### src/rtl/tdes_seq_pkg.sv
// -----------------------------------------------------------------------------
// tdes_seq_pkg
// Shared types and constants for the 3DES round/pass sequencer:
//   - seq_state_e : sequencer FSM states (IDLE, RUN, DONE)
//   - DEF_ROUNDS / DEF_PASSES : default geometry (16 rounds, 3 passes = EDE)
//   - MODE_ENC / MODE_DEC : operation mode encodings
//   - key_map() : subkey index for a round given the pass direction
// No ports (package).
// -----------------------------------------------------------------------------
package tdes_seq_pkg;

  localparam int DEF_ROUNDS = 16;
  localparam int DEF_PASSES = 3;

  localparam logic MODE_ENC = 1'b0;
  localparam logic MODE_DEC = 1'b1;

  typedef enum logic [1:0] {
    ST_IDLE = 2'd0,
    ST_RUN  = 2'd1,
    ST_DONE = 2'd2
  } seq_state_e;

  // Encrypt-direction passes walk the key schedule forwards, decrypt-direction
  // passes walk it backwards.
  function automatic int unsigned key_map(input int unsigned rounds,
                                          input int unsigned round,
                                          input logic        dir);
    int unsigned k;
    if (dir == MODE_DEC) begin
      k = rounds - 32'd1 - round;
    end else begin
      k = round;
    end
    return k;
  endfunction

endpackage

### src/rtl/tdes_round_cnt.sv
// -----------------------------------------------------------------------------
// tdes_round_cnt
// Wrap counter: counts 0..TERM while enabled, returns to 0 after TERM.
// Ports:
//   clk, n_rst : clock, asynchronous active-low reset
//   clr_i      : synchronous clear (priority over en_i)
//   en_i       : advance by one
//   cnt_o      : current count (registered)
//   wrap_o     : high when an enabled advance leaves TERM (count returns to 0)
// -----------------------------------------------------------------------------
module tdes_round_cnt #(
  parameter int WIDTH = 4,
  parameter int TERM  = 15
) (
  input  logic             clk,
  input  logic             n_rst,
  input  logic             clr_i,
  input  logic             en_i,
  output logic [WIDTH-1:0] cnt_o,
  output logic             wrap_o
);

  localparam logic [WIDTH-1:0] TERM_V = WIDTH'(TERM);

  logic [WIDTH-1:0] cnt_q;
  logic [WIDTH-1:0] cnt_d;

  // Next count: clear, advance with wrap at TERM, or hold.
  always_comb begin
    cnt_d = cnt_q;
    if (clr_i) begin
      cnt_d = {WIDTH{1'b0}};
    end else if (en_i) begin
      if (cnt_q == TERM_V) begin
        cnt_d = {WIDTH{1'b0}};
      end else begin
        cnt_d = cnt_q + {{(WIDTH-1){1'b0}}, 1'b1};
      end
    end else begin
      cnt_d = cnt_q;
    end
  end

  // Count register.
  always_ff @(posedge clk or negedge n_rst) begin
    if (!n_rst) begin
      cnt_q <= {WIDTH{1'b0}};
    end else begin
      cnt_q <= cnt_d;
    end
  end

  assign cnt_o  = cnt_q;
  assign wrap_o = en_i & ~clr_i & (cnt_q == TERM_V);

endmodule

### src/rtl/tdes_round_sequencer.sv
// -----------------------------------------------------------------------------
// tdes_round_sequencer
// Two-level round/pass sequencer for the 3DES datapath. On start it latches
// the mode and issues ROUNDS x PASSES rounds, each with round index, subkey
// index (ascending on encrypt-direction passes, descending on decrypt ones)
// and the key select for the pass, then pulses done for one cycle.
// Optional feature macro: TDES_SEQ_STALL_CNT_EN adds a saturating 16-bit
// counter of stalled RUN cycles on port stall_cnt.
// Ports:
//   clk, n_rst  : clock, asynchronous active-low reset
//   start       : begin an operation (only honoured in IDLE)
//   mode        : 0 encrypt (EDE), 1 decrypt (DED), latched at start
//   stall       : hold the sequence; the next cycle carries no valid round
//   abort       : return to IDLE next cycle, no done
//   busy        : operation in progress (RUN or DONE)
//   round_valid : round_idx/key_idx/pass_idx/key_sel describe a live round
//   round_idx   : round within the pass
//   key_idx     : subkey index for this round
//   pass_idx    : pass number
//   key_sel     : key (K1 = 0) used by this pass
//   pass_done   : last round of a pass is being issued
//   done        : one-cycle end-of-operation pulse
//   stall_cnt   : (TDES_SEQ_STALL_CNT_EN only) stalled RUN cycles
// -----------------------------------------------------------------------------
module tdes_round_sequencer
  import tdes_seq_pkg::*;
#(
  parameter int ROUNDS    = DEF_ROUNDS,
  parameter int PASSES    = DEF_PASSES,
  parameter int CNT_BITS  = $clog2(ROUNDS),
  parameter int PASS_BITS = (PASSES > 1) ? $clog2(PASSES) : 1
) (
  input  logic                 clk,
  input  logic                 n_rst,
  input  logic                 start,
  input  logic                 mode,
  input  logic                 stall,
  input  logic                 abort,
  output logic                 busy,
  output logic                 round_valid,
  output logic [CNT_BITS-1:0]  round_idx,
  output logic [CNT_BITS-1:0]  key_idx,
  output logic [PASS_BITS-1:0] pass_idx,
  output logic [PASS_BITS-1:0] key_sel,
  output logic                 pass_done,
  output logic                 done
`ifdef TDES_SEQ_STALL_CNT_EN
  ,
  output logic [15:0]          stall_cnt
`endif
);

  localparam logic [CNT_BITS-1:0]  ROUND_LAST = CNT_BITS'(ROUNDS - 1);
  localparam logic [PASS_BITS-1:0] PASS_LAST  = PASS_BITS'(PASSES - 1);

  seq_state_e           state_q;
  seq_state_e           state_d;
  logic                 mode_q;
  logic                 mode_d;
  logic                 valid_q;
  logic                 valid_d;

  logic                 cnt_clr;
  logic                 round_en;
  logic [CNT_BITS-1:0]  round_cnt;
  logic                 round_wrap;
  logic [PASS_BITS-1:0] pass_cnt;
  logic                 pass_wrap;
  logic                 run;
  logic                 dir;

  assign run = (state_q == ST_RUN);

  // Counters sit at zero outside RUN so a new operation always starts at
  // round 0 of pass 0. They advance once per round actually issued, so a
  // stall bubble leaves them parked on the next round to issue.
  assign cnt_clr  = abort | ~run;
  assign round_en = run & valid_q;

  tdes_round_cnt #(
    .WIDTH (CNT_BITS),
    .TERM  (ROUNDS - 1)
  ) u_round_cnt (
    .clk    (clk),
    .n_rst  (n_rst),
    .clr_i  (cnt_clr),
    .en_i   (round_en),
    .cnt_o  (round_cnt),
    .wrap_o (round_wrap)
  );

  tdes_round_cnt #(
    .WIDTH (PASS_BITS),
    .TERM  (PASSES - 1)
  ) u_pass_cnt (
    .clk    (clk),
    .n_rst  (n_rst),
    .clr_i  (cnt_clr),
    .en_i   (round_wrap),
    .cnt_o  (pass_cnt),
    .wrap_o (pass_wrap)
  );

  // Next state, mode latch and registered round_valid.
  always_comb begin
    state_d = state_q;
    mode_d  = mode_q;
    valid_d = 1'b0;
    if (abort) begin
      state_d = ST_IDLE;
    end else begin
      case (state_q)
        ST_IDLE: begin
          if (start) begin
            state_d = ST_RUN;
            mode_d  = mode;
          end else begin
            state_d = ST_IDLE;
          end
        end
        ST_RUN: begin
          // pass_wrap means the final round of the final pass was issued.
          if (pass_wrap) begin
            state_d = ST_DONE;
          end else begin
            state_d = ST_RUN;
          end
        end
        ST_DONE: begin
          state_d = ST_IDLE;
        end
        default: begin
          state_d = ST_IDLE;
        end
      endcase
    end
    valid_d = (state_d == ST_RUN) & ~stall;
  end

  // FSM, mode and valid registers.
  always_ff @(posedge clk or negedge n_rst) begin
    if (!n_rst) begin
      state_q <= ST_IDLE;
      mode_q  <= MODE_ENC;
      valid_q <= 1'b0;
    end else begin
      state_q <= state_d;
      mode_q  <= mode_d;
      valid_q <= valid_d;
    end
  end

  // Direction alternates per pass, starting from the latched mode.
  assign dir = mode_q ^ pass_cnt[0];

  // Output decode; indices are forced to zero whenever not running.
  always_comb begin
    busy        = (state_q != ST_IDLE);
    done        = (state_q == ST_DONE);
    round_valid = valid_q;
    pass_done   = valid_q & (round_cnt == ROUND_LAST);
    if (run) begin
      round_idx = round_cnt;
      key_idx   = CNT_BITS'(key_map(32'(ROUNDS), 32'(round_cnt), dir));
      pass_idx  = pass_cnt;
      key_sel   = (mode_q == MODE_DEC) ? (PASS_LAST - pass_cnt) : pass_cnt;
    end else begin
      round_idx = {CNT_BITS{1'b0}};
      key_idx   = {CNT_BITS{1'b0}};
      pass_idx  = {PASS_BITS{1'b0}};
      key_sel   = {PASS_BITS{1'b0}};
    end
  end

`ifdef TDES_SEQ_STALL_CNT_EN
  logic [15:0] stall_cnt_q;
  logic [15:0] stall_cnt_d;

  // Stalled RUN cycles are the bubbles where round_valid is low.
  always_comb begin
    stall_cnt_d = stall_cnt_q;
    if ((state_q == ST_IDLE) && start && !abort) begin
      stall_cnt_d = 16'h0000;
    end else if (run && !valid_q && (stall_cnt_q != 16'hFFFF)) begin
      stall_cnt_d = stall_cnt_q + 16'h0001;
    end else begin
      stall_cnt_d = stall_cnt_q;
    end
  end

  // Stall counter register.
  always_ff @(posedge clk or negedge n_rst) begin
    if (!n_rst) begin
      stall_cnt_q <= 16'h0000;
    end else begin
      stall_cnt_q <= stall_cnt_d;
    end
  end

  assign stall_cnt = stall_cnt_q;
`endif

endmodule

### config.mk
export PLATFORM = sky130hd
export DESIGN_NAME = tdes_round_sequencer
export DESIGN_NICKNAME = d
export VERILOG_FILES = /design/src/rtl/tdes_seq_pkg.sv /design/src/rtl/tdes_round_cnt.sv /design/src/rtl/tdes_round_sequencer.sv
export SDC_FILE = /design/constraint.sdc
export NUM_CORES = 1
export LEC_CHECK = 0
export BUFFER_PORTS_ARGS = -buffer_cell sky130_fd_sc_hd__clkbuf_2
export CORE_MARGIN = 2
export CORE_UTILIZATION = 50
export CTS_CLUSTER_SIZE = 24
export DETAILED_ROUTE_END_ITERATION = 16
export PLACE_DENSITY = 0.86
export SYNTH_ARGS = -nofsm -noshare
export SYNTH_HDL_FRONTEND = slang
export SYNTH_SLANG_ARGS = --single-unit
### constraint.sdc
create_clock -name clk -period 3.6 [get_ports clk]
set_input_delay 0.9 -clock clk [delete_from_list [all_inputs] [get_ports clk]]
set_output_delay 0.9 -clock clk [all_outputs]
set_load 0.02 [all_outputs]
==> results.md <==
- Final ANT Viol Nets: 0
- Leak: 0.000375 µW
- Routed via count: 551
- Final Instance Area: 790 µm²
- Reg-to-reg critical path endpoint: state_q[0]
- Post-synth top area cell: dfrtp_1
- Top FF cell, synth: dfrtp_1
- CTS H-tree depth: 1
- Post-CTS Setup Bufs: 0
- Cells resized by post-CTS repair: 0
- CORE AREA: 0.00127 mm²
- Hold buffers post-CTS: 0
- WP data required: 2.70 ns
- Critical path's largest stage delay: 0.45 ns
- Area Growth Syn to Fin: 18.6%
- Final max-slew violation count: 0
- CP Buf/Inv Count: 2
- Max Clock Freq: 409 MHz
- CTS buffer count: 3
- Cell Area, Placed: 767 µm²
- Max-Cap Viols: 0
- Post-synth top cells: 11 x and2_1, 10 x dfrtp_1, 6 x nor2_1
- Tot GR Track Use: 0.171
- Skew-Pair Late Insertion Delay: 0.26 ns
- Ant diodes: 0
- Setup CP Type: reg -> out
- #FFs+latches synth: 10
- Crit path DAT: 1.54 ns
- Total power: 246 µW
- Max Root-Sink Buffers: 2
- Clock power share: 0.306
- DRT Pass-1 Iters: 4
- IO Port Bufs: 21
- FF-to-FF path depth: 4
- Synth warn: 0
- Total die area: 0.00164 mm²
- Chip Width: 40.5 µm
- FP Rows: 13
- Synth Net Count: 80
- Ratio of cells with drive above 1 in the final layout: 0.308
- Avg WL per Cell: 11.4 µm
- Async S/R FF share, synth: 1.00
- Die Height: 40.5 µm
- Top-count cell post-synth: and2_1
- Vias in the first global route: 430
- Worst hold slack: 0.490 ns
- Sequential share of the synthesized area: 0.376
- Clock Skew: 0.00146 ns
- CP Max Fanout: 5
- Kind of cell adding the most delay to the critical path: flip-flops
- Reg2reg start: u_round_cnt.cnt_o[0]
- Status: finished clean
- Final nets: 103
- Clock slew at reported path FFs: 0.06 ns
- Slew @ Worst Pin: 0.333 ns
- Initial Util: 0.525
- Placer Congestion: 0.693
- CP Launch Type: flip-flop
- Power Dens Cells: 312 mW/mm²
- CTS tree: built
- Mapped cell area: 666 µm²
- Worst path cell trace: inv_1, ha_1, mux2i_1, and2_1, clkbuf_2
- Sw frac: 0.282
- Global-route wire length before repair: 1770 µm
- Setup TNS: 0 ns
- Largest net degree at the start of global routing: 13
- Combinational power share: 0.198
- Period utilization: 0.679
- NetSw: 69.4 µW
- CP endpoint kind: output pin
- Core Util, Final: 0.622
- Top area cells in the synthesized netlist: dfrtp_1 38%, and2_1 10%, ha_1 7.5%
- Unrepaired setup endpoints after global routing: false
- Max stage delay cell, worst path: dfrtp_1
- Detailed Route WL: 1210 µm
- VDD IR-drop max: 0.228 mV
- Slew HR: 0.776
- Post-detail-place hpwl: 931 µm
- Post-synth top area share: 0.376
- Total grt overflow: 0
- Post-DR vias/cell: 5.20
- Cells after synthesis: 70
- Internal: 177 µW
- Top-Level Pins: 22
- CTS root buffer: clkbuf_4
- Syn Area/Cell: 9.51 µm²
- Final setup violation count: 0
- Final-report hold violation count: 0
- CTS sink cnt: 10
- 1st-iter DRT viols: 7
- Yosys cell types: 26
- Worst Hold Class: in -> async
- FF-to-FF setup slack: 2.19 ns
- Sequential share of power: 0.496
- Post-synth EDFFs: 0
- Initial antenna violation count: 0
- Residual DRC count: 0
- Fin crit period: 2.44 ns
power groups by stage:
stage          clock network [µW]  registers [µW]  logic [µW]
2_1_floorplan                   0             124        34.5
3_3_place_gp                    0             124        48.4
3_5_place_dp                    0             124        49.7
4_1_cts                      78.1             122        49.7
5_1_grt                      81.2             123        54.4
6_report                     75.4             122        48.7
metal layers:
layer	wire (µm)	global-route usage	share of wire
met1	520	0.218	0.43
met5	0	0	0
met4	25	0.125	0.021
met3	75	0.0333	0.062
met2	588	0.254	0.49
final cells by class:
class	count	area, µm²
fillers	113	479
multi-input cells	55	385
flip-flops and latches	10	250
repair buffers	21	105
clock buffers	3	22.5
well taps	15	18.8
inverters	2	7.51
cells by family after synthesis:
family	count (synthesis)	synth area share
AO/OA/AOI/OAI	6	0.0451
multiplexers	4	0.0620
flip-flops	10	0.376
buffers and inverters	5	0.0451
adder cells (fa/ha/maj)	4	0.0752
XOR/XNOR	6	0.0902
AND/OR/NAND/NOR	35	0.306
worst max path at each step:
stage / cells after the start / slack [ns] / endpoint / from
after floorplan: 4 / 1.48 / pass_idx[0] / state_q[1]
after detailed placement: 5 / 1.45 / key_sel[1] / u_pass_cnt.cnt_o[0]
after CTS: 5 / 1.15 / key_sel[1] / u_pass_cnt.cnt_o[0]
after global placement: 4 / 1.51 / key_idx[0] / mode_q
final: 5 / 1.16 / key_sel[1] / u_pass_cnt.cnt_o[0]
after global routing: 5 / 1.09 / key_sel[1] / u_pass_cnt.cnt_o[0]
placed cells by master, fill, tap and decap left out, types with 2 or more instances in the layout:
cell type and instances:
inv_1 2, clkbuf_4 3, mux2i_1 3, nand3_1 2, o21ai_0 2, xnor2_1 4
and2_1 11, nand2b_1 2, clkbuf_2 21, nand3b_1 2, ha_1 4, dfrtp_1 10
nand2_1 5, a21oi_1 4, nor2_1 6
stage by stage:
| stage | worst slack [ns] | std cells |
|---|---|---|
| 2_1_floorplan | 1.48 | 70 |
| 4_1_cts | 1.15 | 106 |
| 6_report | 1.16 | 106 |
| 5_1_grt | 1.09 | 106 |
| 3_3_place_gp | 1.51 | 103 |
| 3_5_place_dp | 1.45 | 103 |
sequential cells by signal, indices dropped and copies added (netlist names):
name / count
round_valid: 1
mode_q: 1
u_pass_cnt.cnt_o: 2
u_round_cnt.cnt_o: 4
state_q: 2
No activity file was read; power rests on OpenSTA's default activity.
